<file path="config.mk">
export PLATFORM = sky130hd
export DESIGN_NAME = sound_mixer_n_flat
export DESIGN_NICKNAME = d
export VERILOG_FILES = /design/src/rtl/sound_mixer_n_if.sv /design/src/rtl/sound_mixer_n.sv /design/src/flat_wrapper.sv
export SDC_FILE = /design/constraint.sdc
export NUM_CORES = 1
export LEC_CHECK = 0
export CAP_MARGIN = 20
export CORE_MARGIN = 4
export CORE_UTILIZATION = 40
export CTS_CLUSTER_DIAMETER = 100
export CTS_CLUSTER_SIZE = 28
export DETAILED_ROUTE_END_ITERATION = 7
export GPL_ROUTABILITY_DRIVEN = 0
export PLACE_DENSITY = 0.64
export SLEW_MARGIN = 10
export SYNTH_ARGS = -nofsm -noshare
export SYNTH_HDL_FRONTEND = slang
export SYNTH_SLANG_ARGS = --single-unit
</file>
<file path="constraint.sdc">
create_clock -name clk -period 5.4 [get_ports clk]
set_input_delay 1.35 -clock clk [delete_from_list [all_inputs] [get_ports clk]]
set_output_delay 1.35 -clock clk [all_outputs]
set_load 0.005 [all_outputs]
</file>
<file path="src/rtl/sound_mixer_n_if.sv">
// CPU bus bundle for the sound mixer: the address/data/direction lines
// shared with the BRAM-style register decode.
interface sound_mixer_n_if;
  logic        should_read;
  logic [15:0] addr_to_bram;
  logic [7:0]  data_to_bram;
  logic [7:0]  data_from_bram;

  modport master (
    output should_read,
    output addr_to_bram,
    output data_to_bram,
    input  data_from_bram
  );

  modport slave (
    input  should_read,
    input  addr_to_bram,
    input  data_to_bram,
    output data_from_bram
  );
endinterface

</file>
<file path="src/rtl/sound_mixer_n.sv">
// Sound back-end: mixes NUM_CH channel samples with CPU-programmable gains
// and emits one saturated unsigned sample per 24 kHz tick.
module sound_mixer_n #(
  parameter int          NUM_CH    = 4,
  parameter int          IN_W      = 4,
  parameter int          OUT_W     = 16,
  parameter int          SHIFT     = 0,
  parameter logic [15:0] BASE_ADDR = 16'h1840,
  parameter int          MUTE_BIT  = 5
) (
  input  logic                   clk,
  input  logic                   rst,
  input  logic                   clk_3MHz_en,
  input  logic                   clk_24KHz_en,
  sound_mixer_n_if.slave         bus,
  input  logic [NUM_CH*IN_W-1:0] ch_audio,
  output logic [7:0]             latch_out,
  output logic [OUT_W-1:0]       audio,
  output logic                   sample_valid
);

  localparam int ACC_W  = IN_W + 8 + $clog2(NUM_CH + 1);
  localparam int IDX_W  = (NUM_CH > 1) ? $clog2(NUM_CH) : 1;
  localparam int WIDE_W = (ACC_W > OUT_W) ? ACC_W : OUT_W;

  typedef enum logic [1:0] {IDLE, ACCUM, DONE} state_t;

  state_t                 state, state_nx;
  logic [7:0]             latch;
  logic [7:0]             gain      [NUM_CH];
  logic [7:0]             gain_snap [NUM_CH];
  logic [NUM_CH*IN_W-1:0] ch_snap;
  logic                   overrun;
  logic [ACC_W-1:0]       acc;
  logic [IDX_W-1:0]       idx;

  logic [15:0]            offset;
  logic                   hit_latch, hit_status, wr_en, status_rd;
  logic [NUM_CH-1:0]      hit_gain;
  logic                   snap_load, acc_step, finish, ovr_set;
  logic [IN_W+8-1:0]      prod;
  logic [WIDE_W-1:0]      v_w;
  logic                   sat;
  logic [OUT_W-1:0]       mix_out;

  assign latch_out = latch;

  // Address decode
  always_comb begin
    offset     = bus.addr_to_bram - BASE_ADDR;
    hit_latch  = (offset == 16'd0);
    hit_status = (offset == 16'(NUM_CH + 1));
    for (int unsigned i = 0; i < NUM_CH; i++) begin
      hit_gain[i] = (offset == 16'(i + 1));
    end
    wr_en     = clk_3MHz_en && !bus.should_read;
    status_rd = clk_3MHz_en && bus.should_read && hit_status;
  end

  always_comb begin
    bus.data_from_bram = '0;
    if (hit_latch)  bus.data_from_bram = latch;
    if (hit_status) bus.data_from_bram = {7'b0, overrun};
    for (int unsigned i = 0; i < NUM_CH; i++) begin
      if (hit_gain[i]) bus.data_from_bram = gain[i];
    end
  end

  always_ff @(posedge clk) begin
    if (rst) begin
      latch <= '0;
      for (int unsigned i = 0; i < NUM_CH; i++) gain[i] <= 8'h80;
    end else if (wr_en) begin
      if (hit_latch) latch <= bus.data_to_bram;
      for (int unsigned i = 0; i < NUM_CH; i++) begin
        if (hit_gain[i]) gain[i] <= bus.data_to_bram;
      end
    end
  end

  // Set beats clear when a status read collides with a dropped tick
  always_ff @(posedge clk) begin
    if (rst)            overrun <= 1'b0;
    else if (ovr_set)   overrun <= 1'b1;
    else if (status_rd) overrun <= 1'b0;
  end

  always_ff @(posedge clk) begin
    if (rst) state <= IDLE;
    else     state <= state_nx;
  end

  always_comb begin
    state_nx = state;
    case (state)
      IDLE:    if (clk_24KHz_en) state_nx = ACCUM;
      ACCUM:   if (clk_3MHz_en && idx == IDX_W'(NUM_CH - 1)) state_nx = DONE;
      DONE:    state_nx = IDLE;
      default: state_nx = IDLE;
    endcase
  end

  always_comb begin
    snap_load = (state == IDLE) && clk_24KHz_en;
    acc_step  = (state == ACCUM) && clk_3MHz_en;
    finish    = (state == DONE);
    ovr_set   = (state != IDLE) && clk_24KHz_en;
  end

  always_comb begin
    prod    = ch_snap[int'(idx) * IN_W +: IN_W] * gain_snap[idx];
    v_w     = WIDE_W'(acc >> SHIFT);
    sat     = |(v_w >> OUT_W);
    mix_out = '0;
    if (latch[MUTE_BIT]) mix_out = sat ? '1 : v_w[OUT_W-1:0];
  end

  always_ff @(posedge clk) begin
    if (rst) begin
      acc          <= '0;
      idx          <= '0;
      ch_snap      <= '0;
      audio        <= '0;
      sample_valid <= 1'b0;
      for (int unsigned i = 0; i < NUM_CH; i++) gain_snap[i] <= '0;
    end else begin
      sample_valid <= finish;
      if (snap_load) begin
        ch_snap   <= ch_audio;
        gain_snap <= gain;
        acc       <= '0;
        idx       <= '0;
      end
      if (acc_step) begin
        acc <= acc + ACC_W'(prod);
        idx <= idx + 1'b1;
      end
      if (finish) audio <= mix_out;
    end
  end

endmodule

</file>
<file path="src/flat_wrapper.sv">
// flat-port wrapper written by rule: the top's interface ports become plain ports
module sound_mixer_n_flat 
#(
  parameter int          NUM_CH    = 4,
  parameter int          IN_W      = 4,
  parameter int          OUT_W     = 16,
  parameter int          SHIFT     = 0,
  parameter logic [15:0] BASE_ADDR = 16'h1840,
  parameter int          MUTE_BIT  = 5
)
  (clk, rst, clk_3MHz_en, clk_24KHz_en, ch_audio, latch_out, audio, sample_valid, bus_should_read, bus_addr_to_bram, bus_data_to_bram, bus_data_from_bram);
  sound_mixer_n_if bus_i ();
  input  logic clk;
  input  logic rst;
  input  logic clk_3MHz_en;
  input  logic clk_24KHz_en;
  input  logic [NUM_CH*IN_W-1:0] ch_audio;
  output logic [7:0] latch_out;
  output logic [OUT_W-1:0] audio;
  output logic sample_valid;
  input wire logic [$bits(bus_i.should_read)-1:0] bus_should_read;
  input wire logic [$bits(bus_i.addr_to_bram)-1:0] bus_addr_to_bram;
  input wire logic [$bits(bus_i.data_to_bram)-1:0] bus_data_to_bram;
  output wire logic [$bits(bus_i.data_from_bram)-1:0] bus_data_from_bram;
  assign bus_i.should_read = bus_should_read;
  assign bus_i.addr_to_bram = bus_addr_to_bram;
  assign bus_i.data_to_bram = bus_data_to_bram;
  assign bus_data_from_bram = bus_i.data_from_bram;
  sound_mixer_n #(.NUM_CH(NUM_CH), .IN_W(IN_W), .OUT_W(OUT_W), .SHIFT(SHIFT), .BASE_ADDR(BASE_ADDR), .MUTE_BIT(MUTE_BIT)) u_core (.clk(clk), .rst(rst), .clk_3MHz_en(clk_3MHz_en), .clk_24KHz_en(clk_24KHz_en), .bus(bus_i), .ch_audio(ch_audio), .latch_out(latch_out), .audio(audio), .sample_valid(sample_valid));
endmodule
</file>
==> impl_metrics.toml <==
[run_status]
status = "finished clean"

[cts]
post_cts_buffers = 0
clockRootBuffer = "clkbuf_16"
htree_levels = 4
insertion_delay_ns = 0.42
cts_sinks = 124
numCtsBuffers = 17
clk_pin_slew_worst_paths_ns = 0.06
ctsResizeCount = 0
hold_buffers = 0
cts_tree = "done"
clk_path_buf_depth = 2

[drt]
drt_wl_total_microns = 14700
drt_iter0_drc = 313
final_antenna_net_count = 0
drt_pre_antenna_iters = 5
wl_per_cell_microns = 14.6
viasPerCell = 5.09
drc = 0
vias = 5110

[die]
dieHeight_microns = 134
core_area_sq_um = 15400
ios = 78
initial_core_util_pct = 41.5
num_rows = 45
dieArea_sq_um = 18100
fp.dieW_microns = 134

[power]
clockPowerShare_pct = 51.5
powerDensity_nw_per_um2 = 276
p_leak_nw = 3.02
switching_share_pct = 23.0
max-vdd-ir-drop_mv = 0.217
switchingPower_mw = 0.503
totalPowerFinal_mw = 2.19
intPower_mw = 1.69
power_frac_seq_pct = 42.6
power_frac_comb_pct = 5.9

[logic_synthesis]
synth_compound_area_share_pct = 14.1
yosys_most_used_dff = "dfxtp_1"
synth_top_family_by_area = "simple AND/OR/NAND/NOR gates"
yosysTopAreaCell = "dfxtp_1"
synth_enable_flop_cells = 0
avgSynthCellArea_sq_um = 8.95
synthXorXnorAreaFrac_pct = 1.10
synth_top_area_share_pct = 38.8
muxShareOfSynthArea_pct = 9.54
ys_seq_elements = 124
ys_seq_area_share_pct = 38.8
synth.distinct_cells = 49
synthCells = 715
ys_top_cells_by_count = "158 x nand2_1, 124 x dfxtp_1, 81 x a21oi_1, 50 x inv_1, 43 x nor2_1"
yosysWarningCount = 0
yosysMostFrequentCell = "nand2_1"
synthAdderAreaFrac_pct = 11.1
synthTopCellsByArea = "dfxtp_1 39%, nand2_1 9.3%, mux4_2 6.7%, fa_1 6.6%, a21oi_1 6.3%"
synth_fp_nets = 804
ys_async_sr_fraction_pct = 0
synth_area_sq_um = 6400
synth-simple-area-share_pct = 19.6

[placed_design]
io_buffers = 76
hpwl_microns = 10700

[timing]
tns_ns = 0
slew_headroom_pct = 47.0
setup_violations = 0
layout_min_cycle_time_ns = 4.99
skew_ns = 0.0142
slew_viol_final = 0
tightest_slew_ns = 0.792
hold_viol = 0
fmax_mhz = 200
rsz0062_at_grt = "no"
min_period_over_period_pct = 92.4

[global_route]
grt_pass1_wl_microns = 24900
grt_pass1_vias = 5041
antenna_found_initial = 0
globalRouteOverflowTotal = 0
grtUsageTotal_pct = 17.1
grt_max_degree = 110

[finish]
nets = 868
fin_util_pct = 51.3
drive_gt1_share_pct = 8.84
syn_to_final_growth_pct = 23.8
antenna_cells = 0

[critical_path]
worstPathMaxFanout = 11
cp_slowest_cell = "mux4_2"
cpMostUsedCell = "fa_1"
arrival_ns = 5.34
crit_type = "reg2reg"
cp-end-kind = "flip-flop"
max_stage_delay_ns = 0.55
required_ns = 5.75
start_kind = "flip-flop"
path_cells = "buf_4 -> mux4_2 -> and2_1 -> fa_1 -> fa_1 -> inv_1 -> fa_1 -> inv_1 -> ha_1 -> a211oi_1 -> o211ai_1 -> a41oi_1 -> a21oi_1 -> mux2_2 -> nor2_1"
r2r.worst_path.cells = 15

[hold_path]
hold_depth = 2
hold_class = "reg2reg"

[job]
max_cap_violations = 0
## state kept, by name, indices dropped and copies added, names as in the netlist
signal / count
u_core.gain: 32
u_core.audio: 15
u_core.state: 2
u_core.latch_out: 8
u_core.gain_snap: 32
u_core.sample_valid: 1
u_core.idx: 2
u_core.ch_snap: 16
u_core.acc: 15
u_core.overrun: 1
## cell families (layout without fill, tap and decap cells)
group           Yosys count  count (layout)
simple gates            267             267
flops                   124             124
mux                      37              37
compound gates          144             144
xor+xnor                  8               8
fa+ha+maj                44              44
other cells               1               1
buf+inv                  90             167
## cell usage in the layout (no fill, tap or decap), types with 4 or more instances in the layout
cell	synthesis	final
and2_1	31	31
nor2_1	43	43
nand3b_1	5	5
xnor2_1	5	5
o21ai_0	7	7
nor3_1	7	7
nand2_1	158	158
clkinvlp_4	0	4
a22o_1	26	26
a21o_1	4	4
clkdlybuf4s50_1	0	75
a211oi_1	6	6
fa_1	21	21
a22oi_1	8	8
buf_4	1	9
a21oi_1	81	81
ha_1	23	23
mux2i_1	16	16
nand3_1	4	4
inv_1	50	50
mux4_2	19	19
dfxtp_1	124	124
clkbuf_16	0	17
## path summary, 6_finish.rpt
kind                                            end                              start  slack [ns]
setup reg to reg        u_core.acc[14]$_SDFFE_PP0P_         u_core.idx[0]$_SDFFE_PP0P_        0.41
hold reg to reg   u_core.gain_snap[24]$_SDFFE_PP0P_  u_core.gain_snap[24]$_SDFFE_PP0P_        0.45
setup / recovery        u_core.acc[14]$_SDFFE_PP0P_         u_core.idx[0]$_SDFFE_PP0P_        0.41
hold / removal    u_core.gain_snap[24]$_SDFFE_PP0P_  u_core.gain_snap[24]$_SDFFE_PP0P_        0.45
## power by group through the flow
| stage | logic (mW) | clock network [mW] | registers [mW] |
|---|---|---|---|
| after global placement | 0.124 | 0 | 0.952 |
| after global routing | 0.142 | 1.20 | 0.934 |
| final | 0.129 | 1.13 | 0.933 |
| after detailed placement | 0.128 | 0 | 0.953 |
| after floorplan | 0.0723 | 0 | 0.950 |
| after CTS | 0.128 | 1.15 | 0.933 |
## per-stage QoR
step,area (sq um),worst slack [ns],hold slack [ns],std cells
detailed placement,7300,0.410,0.444,970
global route,7920,0.0899,0.472,1003
global placement,7290,0.503,0.441,969
floorplan,6400,0.603,0.433,715
CTS,7890,0.386,0.452,1002
finish,7920,0.412,0.452,1003
## worst max-delay path, delay by kind of cell, from the launching register on
family	cells	cell delay, ns
adders and majority gates	4	1.89
AOI/OAI and AO/OA	4	1.07
muxes	2	0.83
DFF	1	0.47
buffers and inverters	3	0.38
and+or+nand+nor	2	0.28
## area by class of cell
cell class	count	area, sq um
fill	1430	7510
clock inverter	13	140
tap	211	264
sequential	124	2480
timing repair buffer	85	846
multi-input combinational	501	3550
clock buffer	19	453
inverter	50	188
## layer usage
| layer | part of all wire, % | vias to the layer above | track usage, % | routed length (microns) |
|---|---|---|---|---|
| met5 | 0 | - | 0 | 0 |
| met4 | 1.8 | 0 | 6.56 | 258 |
| met3 | 3.9 | 26 | 3.95 | 574 |
| met2 | 49 | 125 | 27.7 | 7130 |
| met1 | 46 | 2400 | 22.2 | 6700 |
| li1 | - | 2559 | - | - |
Note: power is estimated with default switching activity, not from simulation.
